--- src/rtl/const_table_pkg.sv ---
// Constant lookup table contents, entry type and arbiter FSM states shared by the
// arbiter and its consumers.
package const_table_pkg;

  localparam int DATA_W      = 10;
  localparam int TABLE_DEPTH = 4;

  typedef logic [DATA_W-1:0] data_t;

  localparam data_t TABLE [TABLE_DEPTH] = '{10'd0, 10'd1, 10'd512, 10'd1023};

  typedef enum logic [1:0] {IDLE, READ, RESP} state_e;

endpackage

--- src/rtl/const_table_arbiter_rr_pick.sv ---
// Combinational round-robin picker: first set request searching from rr_ptr
// upward, wrapping modulo NUM_REQ.
module rr_pick #(
  parameter int NUM_REQ = 3,
  parameter int PTR_W   = $clog2(NUM_REQ)
) (
  input  logic [NUM_REQ-1:0] req,
  input  logic [PTR_W-1:0]   rr_ptr,
  output logic               valid,
  output logic [PTR_W-1:0]   winner
);

  // Walk the offsets from farthest to nearest so the nearest set request wins.
  always_comb begin : search
    int idx;
    valid  = 1'b0;
    winner = '0;
    idx    = 0;
    for (int i = NUM_REQ - 1; i >= 0; i--) begin
      idx = int'(rr_ptr) + i;
      if (idx >= NUM_REQ) idx = idx - NUM_REQ;
      if (req[idx]) begin
        valid  = 1'b1;
        winner = PTR_W'(idx);
      end
    end
  end

endmodule

--- src/rtl/const_table_arbiter.sv ---
// Round-robin shared access to the constant table: one access in flight,
// grant one cycle after the request is sampled, response one cycle after the grant.
module const_table_arbiter #(
  parameter int NUM_REQ     = 3,
  parameter int DATA_W      = 10,
  parameter int ADDR_W      = 2,
  parameter int TABLE_DEPTH = 4
) (
  input  logic                      i_clk,
  input  logic                      i_rst_n,
  input  logic [NUM_REQ-1:0]        i_req,
  input  logic [NUM_REQ*ADDR_W-1:0] i_addr,
  output logic [NUM_REQ-1:0]        o_gnt,
  output logic [NUM_REQ-1:0]        o_rvalid,
  output logic [DATA_W-1:0]         o_rdata,
  output logic                      o_err,
  output logic                      o_busy
);
  import const_table_pkg::*;

  localparam int PTR_W  = $clog2(NUM_REQ);
  localparam int TIDX_W = $clog2(TABLE_DEPTH);
  localparam logic [ADDR_W:0] DEPTH_C = (ADDR_W + 1)'(TABLE_DEPTH);

  state_e             state;
  logic [PTR_W-1:0]   rr_ptr;
  logic [PTR_W-1:0]   id_q;
  logic [ADDR_W-1:0]  addr_q;
  logic               pick_vld;
  logic [PTR_W-1:0]   winner;
  logic               in_range;

  rr_pick #(.NUM_REQ(NUM_REQ), .PTR_W(PTR_W)) u_pick (
    .req    (i_req),
    .rr_ptr (rr_ptr),
    .valid  (pick_vld),
    .winner (winner)
  );

  assign in_range = ({1'b0, addr_q} < DEPTH_C);

  always_ff @(posedge i_clk or negedge i_rst_n) begin
    if (!i_rst_n) begin
      state    <= IDLE;
      rr_ptr   <= '0;
      id_q     <= '0;
      addr_q   <= '0;
      o_gnt    <= '0;
      o_rvalid <= '0;
      o_rdata  <= '0;
      o_err    <= 1'b0;
      o_busy   <= 1'b0;
    end else begin
      case (state)
        IDLE: begin
          if (pick_vld) begin
            state  <= READ;
            id_q   <= winner;
            addr_q <= i_addr[winner*ADDR_W +: ADDR_W];
            o_gnt  <= NUM_REQ'(1) << winner;
            o_busy <= 1'b1;
          end
        end
        READ: begin
          state    <= RESP;
          o_gnt    <= '0;
          o_rvalid <= NUM_REQ'(1) << id_q;
          o_err    <= !in_range;
          o_rdata  <= in_range ? TABLE[addr_q[TIDX_W-1:0]] : '0;
        end
        RESP: begin
          state    <= IDLE;
          o_rvalid <= '0;
          o_err    <= 1'b0;
          o_busy   <= 1'b0;
          rr_ptr   <= (id_q == PTR_W'(NUM_REQ - 1)) ? '0 : id_q + 1'b1;
        end
        default: state <= IDLE;
      endcase
    end
  end

endmodule

--- config.mk ---
export PLATFORM = sky130hd
export DESIGN_NAME = const_table_arbiter
export DESIGN_NICKNAME = d
export VERILOG_FILES = /design/src/rtl/const_table_pkg.sv /design/src/rtl/const_table_arbiter_rr_pick.sv /design/src/rtl/const_table_arbiter.sv
export SDC_FILE = /design/constraint.sdc
export NUM_CORES = 1
export LEC_CHECK = 0
export BUFFER_PORTS_ARGS = -buffer_cell sky130_fd_sc_hd__buf_2
export CORE_UTILIZATION = 51
export CTS_BUF_LIST = sky130_fd_sc_hd__clkbuf_16
export DETAILED_ROUTE_END_ITERATION = 10
export GPL_TIMING_DRIVEN = 0
export PLACE_DENSITY = 0.8
export SYNTH_ARGS = -nofsm -noshare
export SYNTH_HDL_FRONTEND = slang
export SYNTH_HIERARCHICAL = 1
export SYNTH_SLANG_ARGS = --single-unit
--- constraint.sdc ---
create_clock -name i_clk -period 2.53 [get_ports i_clk]
set_input_delay 0.506 -clock i_clk [delete_from_list [all_inputs] [get_ports i_clk]]
set_output_delay 0.506 -clock i_clk [all_outputs]
set_load 0.005 [all_outputs]
# Word level (Yosys, flattened, before mapping)
# Cells that the tools add are included.
[totals]
elab_cells = 65
in_bits = 11
ff_bits = 25
[classes]
order_cmp = 7
mux = 29
n_bitwise = 1
reduce_logical = 7
n_shift = 3
add_sub_neg = 6
eq_ne = 4
[ops]
columns = ["cell", "n"]
rows = [
  ["$lt 32x4->1 const B", 3],
  ["$mux 32", 3],
  ["$ge 32x3->1 const B", 2],
  ["$sub 32x3->32 const B", 2],
  ["$bmux 10 s2", 1],
  ["$mux 10", 2],
  ["$pmux 3 s2", 2],
  ["$mux 1", 10],
  ["$mux 2", 5],
  ["$bmux 1 s2", 3],
  ["$reduce_and 2->1", 3],
  ["$reduce_bool 2->1", 3],
  ["$shiftx 6x4->2", 1],
  ["$shl 1x2->3 const A", 2],
  ["$eq 2x2->1 const B", 2],
  ["$pmux 2 s2", 1],
  ["$add 2x1->3 const B", 1],
  ["$add 2x2->3 const B", 1],
  ["$ge 3x3->1 const B", 1],
  ["$mux 3", 1],
  ["$not 2->3", 1],
  ["$sub 2x2->3 const B", 1],
  ["$add 2x1->2 const B", 1],
  ["$eq 2x1->1 const B", 1],
  ["other kinds (4)", 4],
]

# Depth between registers and ports, before layout
# Gate-level depths: netlist of the first run.
[logic_depth]
ltp_word = 12
depth_mapped = 9
depth_no_buf = 8

# Modules after synthesis
# Netlist of the first run, hierarchy kept.
[modules_own_cells]
columns = ["mod", "seq_area_each_um2", "cells_each", "instances", "area_each_um2"]
rows = [
  ["const_table_arbiter", 450.4, 87, 1, 929.6],
  ["rr_pick", 0.0, 21, 1, 136.4],
]

# Least setup slack after synthesis of the first run
# Ideal clock, no wire load.
[synth_timing]
path_kind = "register -> register"
startpoint = "reg rr_ptr[0]"
endpoint = "reg id_q[0]"
stages_incl_launch_ff = 8
setup_slack_ns = 0.515
setup_time_ns = 0.125
arrival_ns = 1.890
synth_period_minus_slack_ns = 2.015
cell_sequence = "dfrtp_1 > inv_1 > ha_1 > maj3_1 > a21oi_1 > and2_1 > buf_2 > mux2_4"
[synth_via]
elab_chain_len = 10
word_cells_on_any_way = 27
[synth_rtl]
columns = ["element", "line", "rtl"]
rows = [
  ["start, declared", "const_table_arbiter.sv:26", "logic [PTR_W-1:0] rr_ptr;"],
  ["start signal, assigned", "const_table_arbiter.sv:76", "rr_ptr <= (id_q == PTR_W'(NUM_REQ - 1)) ? '0 : id_q + 1'b1;"],
  ["$add 2x2->3", "const_table_arbiter_rr_pick.sv:20", "idx = int'(rr_ptr) + i;"],
  ["$sub 32x3->32 or $ge 32x3->1 (tied branches)", "const_table_arbiter_rr_pick.sv:21", "if (idx >= NUM_REQ) idx = idx - NUM_REQ;"],
  ["$mux 32", "const_table_arbiter_rr_pick.sv:21", ""],
  ["$bmux 1 s2", "const_table_arbiter_rr_pick.sv:22", "if (req[idx]) begin"],
  ["$mux 1 (implied by the code) (2 in series)", "const_table_arbiter_rr_pick.sv:22", ""],
  ["$mux 1 (2 in series)", "const_table_arbiter_rr_pick.sv:22", ""],
  ["$mux 1 (*)", "const_table_arbiter_rr_pick.sv:22", ""],
  ["via pick_vld", "const_table_arbiter.sv:29", "logic pick_vld;"],
  ["$reduce_and 2->1 (no line) (*)", "-", ""],
  ["end signal, assigned", "const_table_arbiter.sv:58", "id_q <= winner;"],
  ["end, declared", "const_table_arbiter.sv:27", "logic [PTR_W-1:0] id_q;"],
]
# The timed path passes the listed nets; every way through them passes the cells marked *. The select of a mux whose other input is x is not followed.
# A chain may end at the register's enable or synchronous reset.

# Worst setup path after layout of the first run
[layout_timing]
startpoint = "reg rr_ptr[0]"
endpoint = "reg id_q[1]"
# Same word-level chain as after synthesis.

==> results of run 1 <==
## logic make-up (layout without fill, tap and decap cells)
group,count (synthesis),after routing,synth area share
simple gates,26,26,0.1103
other cells,1,1,0.003518
flops,18,18,0.4225
compound gates,21,21,0.1303
buf+inv,22,53,0.1115
fa+ha+maj,10,10,0.1139
mux,10,10,0.1080
## stage by stage
| step | setup WS, ns | utilization | instance area (um^2) | instances | hold slack (ns) |
|---|---|---|---|---|---|
| finish | 0.2783 | 0.6696 | 1314 | 166 | 0.1756 |
| global route | 0.1546 | 0.6696 | 1314 | 166 | 0.2132 |
| CTS | 0.2584 | 0.6696 | 1314 | 166 | 0.1893 |
| detailed placement | 0.2976 | 0.6295 | 1235 | 162 | 0.4554 |
| global placement | 0.3375 | 0.6295 | 1235 | 162 | 0.4531 |
| floorplan | 0.5149 | - | 1066 | 108 | 0.2104 |
## power groups by stage
stage | Clock, mW | Sequential, mW | Combinational, mW
after floorplan | 0 | 0.512 | 0.644
after global placement | 0 | 0.515 | 0.841
after detailed placement | 0 | 0.523 | 0.881
after CTS | 0.324 | 0.519 | 0.892
after global routing | 0.331 | 0.535 | 0.999
final | 0.315 | 0.519 | 0.886
## state kept, by name, indices dropped and copies added (netlist names)
| name | flops |
|---|---|
| o_gnt | 3 |
| o_busy | 1 |
| state | 2 |
| o_rdata | 3 |
| id_q | 2 |
| addr_q | 2 |
| rr_ptr | 2 |
| o_rvalid | 3 |
## how the worst min path moves through the flow
stage	cells past startpoint	end	startpoint
6_report	1	o_rdata[0]	i_rst_n
3_3_place_gp	1	o_rdata[8]	i_rst_n
4_1_cts	1	o_rdata[8]	i_rst_n
2_1_floorplan	0	addr_q[0]	i_rst_n
5_1_grt	1	id_q[0]	i_rst_n
3_5_place_dp	1	o_rdata[0]	i_rst_n
## layer usage
metal | GRT usage | vias to the layer above
li1 | - | 421
met1 | 0.2195 | 402
met2 | 0.3568 | 12
met3 | 0.03774 | 6
met4 | 0.1167 | 0
met5 | 0 | -
## synth_stat cells
master and instances:
sky130_fd_sc_hd__o21ai_0 9, sky130_fd_sc_hd__nand3b_1 2, sky130_fd_sc_hd__maj3_1 1, sky130_fd_sc_hd__o22a_1 1, sky130_fd_sc_hd__nand2b_1 1, sky130_fd_sc_hd__nand2_1 11, sky130_fd_sc_hd__mux2i_1 4, sky130_fd_sc_hd__nor3_1 1
sky130_fd_sc_hd__o21ai_1 1, sky130_fd_sc_hd__dfrtp_1 18, sky130_fd_sc_hd__o32ai_1 1, sky130_fd_sc_hd__a21oi_1 2, sky130_fd_sc_hd__o41ai_1 2, sky130_fd_sc_hd__mux2_2 4, sky130_fd_sc_hd__o21a_1 1, sky130_fd_sc_hd__o221a_1 1
sky130_fd_sc_hd__nor2_1 6, sky130_fd_sc_hd__ha_1 8, sky130_fd_sc_hd__mux2_4 2, sky130_fd_sc_hd__conb_1 1, sky130_fd_sc_hd__nor2b_1 1, sky130_fd_sc_hd__buf_4 9, sky130_fd_sc_hd__buf_2 1, sky130_fd_sc_hd__maj3_2 1
sky130_fd_sc_hd__inv_1 11, sky130_fd_sc_hd__and2_1 1, sky130_fd_sc_hd__nand3_1 3, sky130_fd_sc_hd__o32a_1 1, sky130_fd_sc_hd__a21boi_0 1, sky130_fd_sc_hd__o211ai_1 1, sky130_fd_sc_hd__clkbuf_2 1
## worst reg2reg max path, stage by stage (launching register included)
cell,delay (ns)
sky130_fd_sc_hd__dfrtp_1,0.37
sky130_fd_sc_hd__inv_1,0.05
sky130_fd_sc_hd__ha_1,0.38
sky130_fd_sc_hd__maj3_1,0.37
sky130_fd_sc_hd__a21oi_1,0.30
sky130_fd_sc_hd__and2_1,0.17
sky130_fd_sc_hd__buf_2,0.18
sky130_fd_sc_hd__mux2_4,0.32
## layout make-up
cell class,count,area [um^2],share of cell area
Clock inverter,1,3.754,0.002857
Timing Repair Buffer,27,135.1,0.1029
Tap cell,27,33.78,0.02571
Inverter,11,41.29,0.03143
Buffer,11,77.57,0.05905
Clock buffer,3,75.07,0.05714
Multi-Input combinational cell,68,496.7,0.3781
Sequential cell,18,450.4,0.3429
## placed cells by master (no fill, tap or decap), drive strengths merged, types with 2 or more instances in the layout
| cell type | n |
|---|---|
| inv | 11 |
| mux2i | 4 |
| buf | 37 |
| nand3 | 3 |
| a21oi | 2 |
| clkbuf | 4 |
| dfrtp | 18 |
| nor2 | 6 |
| maj3 | 2 |
| o41ai | 2 |
| o21ai | 10 |
| ha | 8 |
| nand3b | 2 |
| nand2 | 11 |
| mux2 | 6 |
==> results.txt, run 1 <==
The post-layout total power came out at approximately 1.7 mW. The H-tree depth is 1. The number of buffers inserted for hold repair after clock tree synthesis is 0. The internal power of the cells totals 1.086 mW. After synthesis, the cell types taking the most area are sky130_fd_sc_hd__dfrtp_1, sky130_fd_sc_hd__ha_1, sky130_fd_sc_hd__buf_4, sky130_fd_sc_hd__o21ai_0, sky130_fd_sc_hd__mux2_2. The leftover overflow at the end of global routing came out at 0.

The register-to-register path setup slack came out at 0.28 ns. The top-area cell type share of the netlist area is 0.4225. Compared with the post-synthesis result, the final layout area differs by 23.24%.

The count of synthesis-stage warnings from yosys is 6. The number of hold violations in the final report is 0. The total power per unit cell area is between 1000 and 1500 mW/mm^2. The number of max-slew violations in the final report came out at 0. The width of the chip is 47.72 um. The worst register-to-register path begins at rr_ptr[0]. Of all nets on the critical path, the largest fanout is 7. In the final layout, the share of cells above drive strength 1 is 0.3453. The data arrival at the endpoint of the critical path is roughly 2.4 ns. The largest individual stage delay along the critical path comes from the cell sky130_fd_sc_hd__ha_1. The required arrival time at the worst endpoint came out at 2.66 ns. The cell area after synthesis is 0.001066 mm^2. The routability congestion estimate is 0.6909. After clock tree synthesis, the clock-pin slew on the worst setup and hold paths is 0.05 ns. The root buffer cell chosen for the clock tree is sky130_fd_sc_hd__clkbuf_16.

The post-synthesis sequential area ratio came out at 0.4225. Summed over all nets, the switching power comes to between 600 and 700 uW. The routed length per placed instance came out at 12.61 um. The clock network power share came out at 0.183. The area enclosed by the die boundary came out at 0.002277 mm^2. The total wire length after detailed routing came out at 2093 um.

The floorplan row count is 16. The count of fill cells added during filler insertion came out at between 150 and 200. Counting flops and latches in the post-synthesis netlist gives 18. A synthesized cell averages 9.871 um^2. The cell count after synthesis came out at 108. STA classifies the critical path endpoint as a flop. The area of the core region is 0.001962 mm^2. The number of antenna violations at the first check in global routing is 0. The maximum number of pins on one net before global-route repair came out at 19. The number of design-rule violations left by the first detailed-router iteration is 13. The worst register-to-register path has a depth of 7. The detailed-route via count came out at roughly 840. The detailed route wirelength on metal2 came out at 1117 um. The HPWL after detailed placement is 1525 um. The max-capacitance violation count is 0. The proportion of power drawn by combinational gates came out at 0.515. The final critical path time including I/O delays and setup is between 2 and 2.5 ns.

The clock tree from TritonCTS is built. The clock insertion delay at the later pin of the skew report came out at 0.25 ns. The post-cts resize count came out at 0.

Of the total power, registers draw 0.302. The number of antenna diodes in the final layout is 0. The number of setup buffers added after CTS is 0. Pin placement for this block handled 29 I/O pins. The destination of the worst register-to-register timing path is id_q[1].

The min-delay analysis places its worst path in the category primary input to asynchronous set/reset pin. The type of the worst setup path is flop to flop. In this run the worst setup path terminates at id_q[1]. On the critical path the largest part of the delay comes from adder cells. The critical path depth in cells came out at 7. The first global-routing pass estimated around 3000 um of wire. The signal on the critical path passes through inv_1 > ha_1 > maj3_1 > a21oi_1 > and2_1 > buf_2 > mux2_4.

The number of setup violations in the final report is 0. The count of buffers added on input and output ports is 27. The final-layout setup total negative slack came out at 0 ns.

The net count after synthesis is 127. The total leakage power came out at 0.6579 nW. The maximum number of buffers from clock root to sink came out at 2.

Timing would allow up to 444.1 MHz. The detailed-route wire length on metal 1 is 884 um. The largest single stage delay on the critical path is 0.38 ns. The number of antenna-violating nets in the routed design is 0. The net count reported at finish came out at 159. The mean number of vias per cell came out at about 5.1. The clock tree skew after final layout is slightly below 0.002 ns.

The flow ran to the end, and the final reports show no timing, DRC or antenna violations. The switching power share of the total is 0.3682. The post-synthesis cell type with the largest combined area is sky130_fd_sc_hd__dfrtp_1. The total global-route track usage is 0.2000. The initial utilization of the core area, before any placement, comes to 0.5434. The number of buffers created by CTS came out at 3. The distinct cell type count of the synthesized netlist came out at 31. The met3 layer wire length in the routed design came out at 46 um. After detailed routing, no signal wire sits above met4. The clock drives 18 sinks. The overall die height came out at between 40 and 50 um. Of the available clock period, the critical path in the final layout requires 0.8900. STA classifies the critical path startpoint as a flop. The number of buffers and inverters on the critical path is 2. The critical path starts at rr_ptr[0]. For this run, design rule violations remaining after detail routing come to 0. The via count of the first global-routing pass is about 730. The peak supply drop is 701.4 uV. Before antenna repair, the detailed router went through 4 iterations.

Setup repair after global routing left no endpoint under its margin.
No activity file was read; power rests on OpenSTA's default activity.
==> run 2: changes to the inputs <==
Settings changed: RECOVER_POWER set to 25, TNS_END_PERCENT set to 20.
==> run 2 against run 1 <==
Cell count stayed put; maximum frequency stayed put; critical path depth stayed put; critical endpoint unchanged; setup slack stayed put; register-to-register slack hardly changed; sequential cell count stayed put; first-iteration DRC count stayed put; power hardly changed; utilization is 0.064 points lower; clock power hardly changed; global-route usage stayed put; via count stayed put.
==> results.txt, run 2 (synthesized netlist as in run 1, its figures left out) <==
The share of power burned in registers came out at 0.302 (about the same). The number of top-level design ports came to 29 (unchanged). The area after detailed placement was 0.001235 mm^2 (unchanged). The combined buffer and inverter count along the critical path came out at 2 (unchanged). The clock tree from TritonCTS is built.

The total leakage power is 0.6551 nW (-0.42%). The area enclosed by the die boundary is 0.002277 mm^2 (unchanged). The cell with the largest stage delay on the worst path is sky130_fd_sc_hd__ha_1. The DRC violation count after routing is 0 (unchanged).

The final critical-path share of the clock period is 0.8900 (unchanged). The mean number of vias per cell is 5.066 (unchanged). The post-route non-filler standard cell count came out at 166 (unchanged). Walking the worst path, the cells encountered are inv_1 > ha_1 > maj3_1 > a21oi_1 > and2_1 > buf_2 > mux2_4. The switching power share of the total came out at 0.3683 (about the same). The data arrival at the endpoint of the critical path was 2.38 ns (about the same). The total power per unit cell area is 1310 mW/mm^2 (about the same). The net count reported at finish came to 159 (unchanged). The number of hold violations in the final report is 0 (unchanged). The total internal power is 1.086 mW (about the same). The remaining max-slew budget at the tightest pin is 0.3732. The placed instance count came to 162 (unchanged).

The maximum fanout along the worst path came out at 7 (unchanged). The number of antenna-violating nets in the routed design came out at 0 (unchanged). The global-route wire length before repair came out at 2973 um (unchanged).

The number of max-slew violations in the final report is 0 (unchanged). The maximum number of buffers from clock root to sink is 2 (unchanged). The routability congestion estimate is 0.6909 (unchanged). The run finished with clean final reports. The leftover overflow at the end of global routing came out at 0 (unchanged).

The clock tree skew after final layout is 0.001942 ns (unchanged). The worst setup path is captured at a flop. The post-cts resize count is 0 (unchanged).

In the final layout, the registers with the most flip-flops are o_gnt (3), o_rdata (3), o_rvalid (3). The peak supply drop is 701.3 uV (about the same). The net switching power of the design was 633.2 uW (about the same). The worst-case reg-to-reg path depth is 7 (unchanged). The overall die height came out at 47.72 um (unchanged). The post-CTS setup repair buffer count came out at 0 (unchanged).

The post-CTS clock slew at the launch and capture registers of the worst setup and hold paths is 0.05 ns (about the same). The count of fill cells added during filler insertion is 173 (-0.57%). The register-to-register path setup slack was 0.28 ns (about the same). The proportion of power drawn by combinational gates is 0.515 (about the same). The post-DP HPWL is 1525 um (unchanged).

The width of the chip is 47.72 um (unchanged). The number of design-rule violations left by the first detailed-router iteration came out at 13 (unchanged). The post-layout instance area was 0.001313 mm^2 (about the same). The final critical path time including I/O delays and setup came out at 2.252 ns (unchanged). The post-layout total power is 1.719 mW (about the same).

The floorplan row count is 16 (unchanged). The number of antenna violations at the first check in global routing came out at 0 (unchanged). The most common library cell in the layout ignoring fill and taps is sky130_fd_sc_hd__buf_2.

The detailed-route via count came out at 841 (unchanged). The final-layout setup total negative slack was 0 ns (unchanged). The total wire length after detailed routing came out at 2091 um (about the same). The max-capacitance violation count came out at 0 (unchanged). The worst stage delay on the critical path is 0.38 ns (about the same). The number of buffers created by CTS came out at 3 (unchanged). The fraction of final layout cells with drive strength greater than 1 came out at 0.3381 (-0.007194).

The via count of the first global-routing pass is 727 (unchanged). The startpoint identified for the worst register-to-register timing path is rr_ptr[0]. The count of port buffers added during placement came to 27 (unchanged). STA classifies the critical path startpoint as a flop. The total global-route track usage is 0.2000 (unchanged). The relative area change from synthesis to final layout is 23.12% (about the same). The number of clock sinks seen by CTS is 18 (unchanged). The number of inserted diodes is 0 (unchanged). The worst register-to-register path ends at id_q[1]. The area taken by multi-input logic gates came out at 496.7 um^2 (unchanged).

In the layout the commonest cells are sky130_fd_sc_hd__buf_2, sky130_fd_sc_hd__dfrtp_1, sky130_fd_sc_hd__inv_1, sky130_fd_sc_hd__nand2_1. The worst min-delay path category is primary input to asynchronous set/reset pin. The initial cell density of the core came out at 0.5434 (unchanged). The routed length per placed instance came out at 12.60 um (about the same). The number of setup violations in the final report came to 0 (unchanged). The top achievable clock speed was 444.1 MHz (unchanged). The pin slew with the least headroom to its limit came out at ~0.94 ns.

Setup repair after global routing left no endpoint under its margin. In this run the clock root is driven by a sky130_fd_sc_hd__clkbuf_16. The detailed-router iteration count before antenna repair is 4 (unchanged). Broken down by cell family, the worst path's largest delay share belongs to adder cells.

The number of buffers inserted for hold repair after clock tree synthesis came out at 0 (unchanged). The critical path is of the flop to flop type. The maximum number of pins on one net before global-route repair is 19 (unchanged). The area of the core region came out at 0.001962 mm^2 (unchanged). The clock insertion delay at the later pin of the skew report came to 0.25 ns (about the same).

The required arrival time at the worst endpoint is 2.66 ns (about the same). The H-tree depth was 1 (unchanged). The area taken by flip-flops and latches came out at 450.4 um^2 (unchanged). The clock network power share came out at 0.183 (about the same). The final standard cell utilization of the core came out at 0.6690 (about the same).
## run 2: metrics by stage
step / hold slack, ns / setup WS (ns)
after global routing: 0.4733 / 0.1546
after floorplan: 0.2104 / 0.5149
after CTS: 0.1893 / 0.2584
after global placement: 0.4531 / 0.3375
after detailed placement: 0.4554 / 0.2976
final: 0.3769 / 0.2783
## run 2: per-layer routing
metal	vias to the layer above	global-route usage	part of all wire
met5	-	0	0
met4	0	0.1167	0.022
met3	6	0.03774	0.022
met2	12	0.3568	0.53
met1	402	0.2195	0.42
li1	421	-	-
## run 2: cell type report
type / count / share of cell area
Multi-Input combinational cell: 68 / 0.3785
Sequential cell: 18 / 0.3432
Timing Repair Buffer: 27 / 0.1020
Buffer: 11 / 0.05910
Clock buffer: 3 / 0.05720
Inverter: 11 / 0.03146
Tap cell: 27 / 0.02574
Clock inverter: 1 / 0.002860
## run 2: power groups by stage
stage	registers (mW)	logic (mW)	clock network, mW
2_1_floorplan	0.512	0.644	0
6_report	0.518	0.886	0.315
3_5_place_dp	0.523	0.881	0
5_1_grt	0.535	0.999	0.331
3_3_place_gp	0.515	0.841	0
4_1_cts	0.519	0.892	0.324
## run 2: worst max path at each step
| stage | from | end | slack, ns | depth (start not counted) |
|---|---|---|---|---|
| finish | rr_ptr[0] | id_q[1] | 0.28 | 7 |
| global route | rr_ptr[0] | o_gnt[2] | 0.15 | 6 |
| CTS | rr_ptr[0] | id_q[1] | 0.26 | 7 |
| detailed placement | rr_ptr[0] | o_gnt[2] | 0.30 | 6 |
| global placement | rr_ptr[0] | id_q[1] | 0.34 | 7 |
| floorplan | rr_ptr[0] | id_q[0] | 0.51 | 7 |
## run 2: worst register-to-register path, cell delays in order (launching register included)
cell and delay (ns):
sky130_fd_sc_hd__dfrtp_1 0.37, sky130_fd_sc_hd__inv_1 0.05, sky130_fd_sc_hd__ha_1 0.38, sky130_fd_sc_hd__maj3_1 0.37
sky130_fd_sc_hd__a21oi_1 0.30, sky130_fd_sc_hd__and2_1 0.17, sky130_fd_sc_hd__buf_2 0.18, sky130_fd_sc_hd__mux2_4 0.32
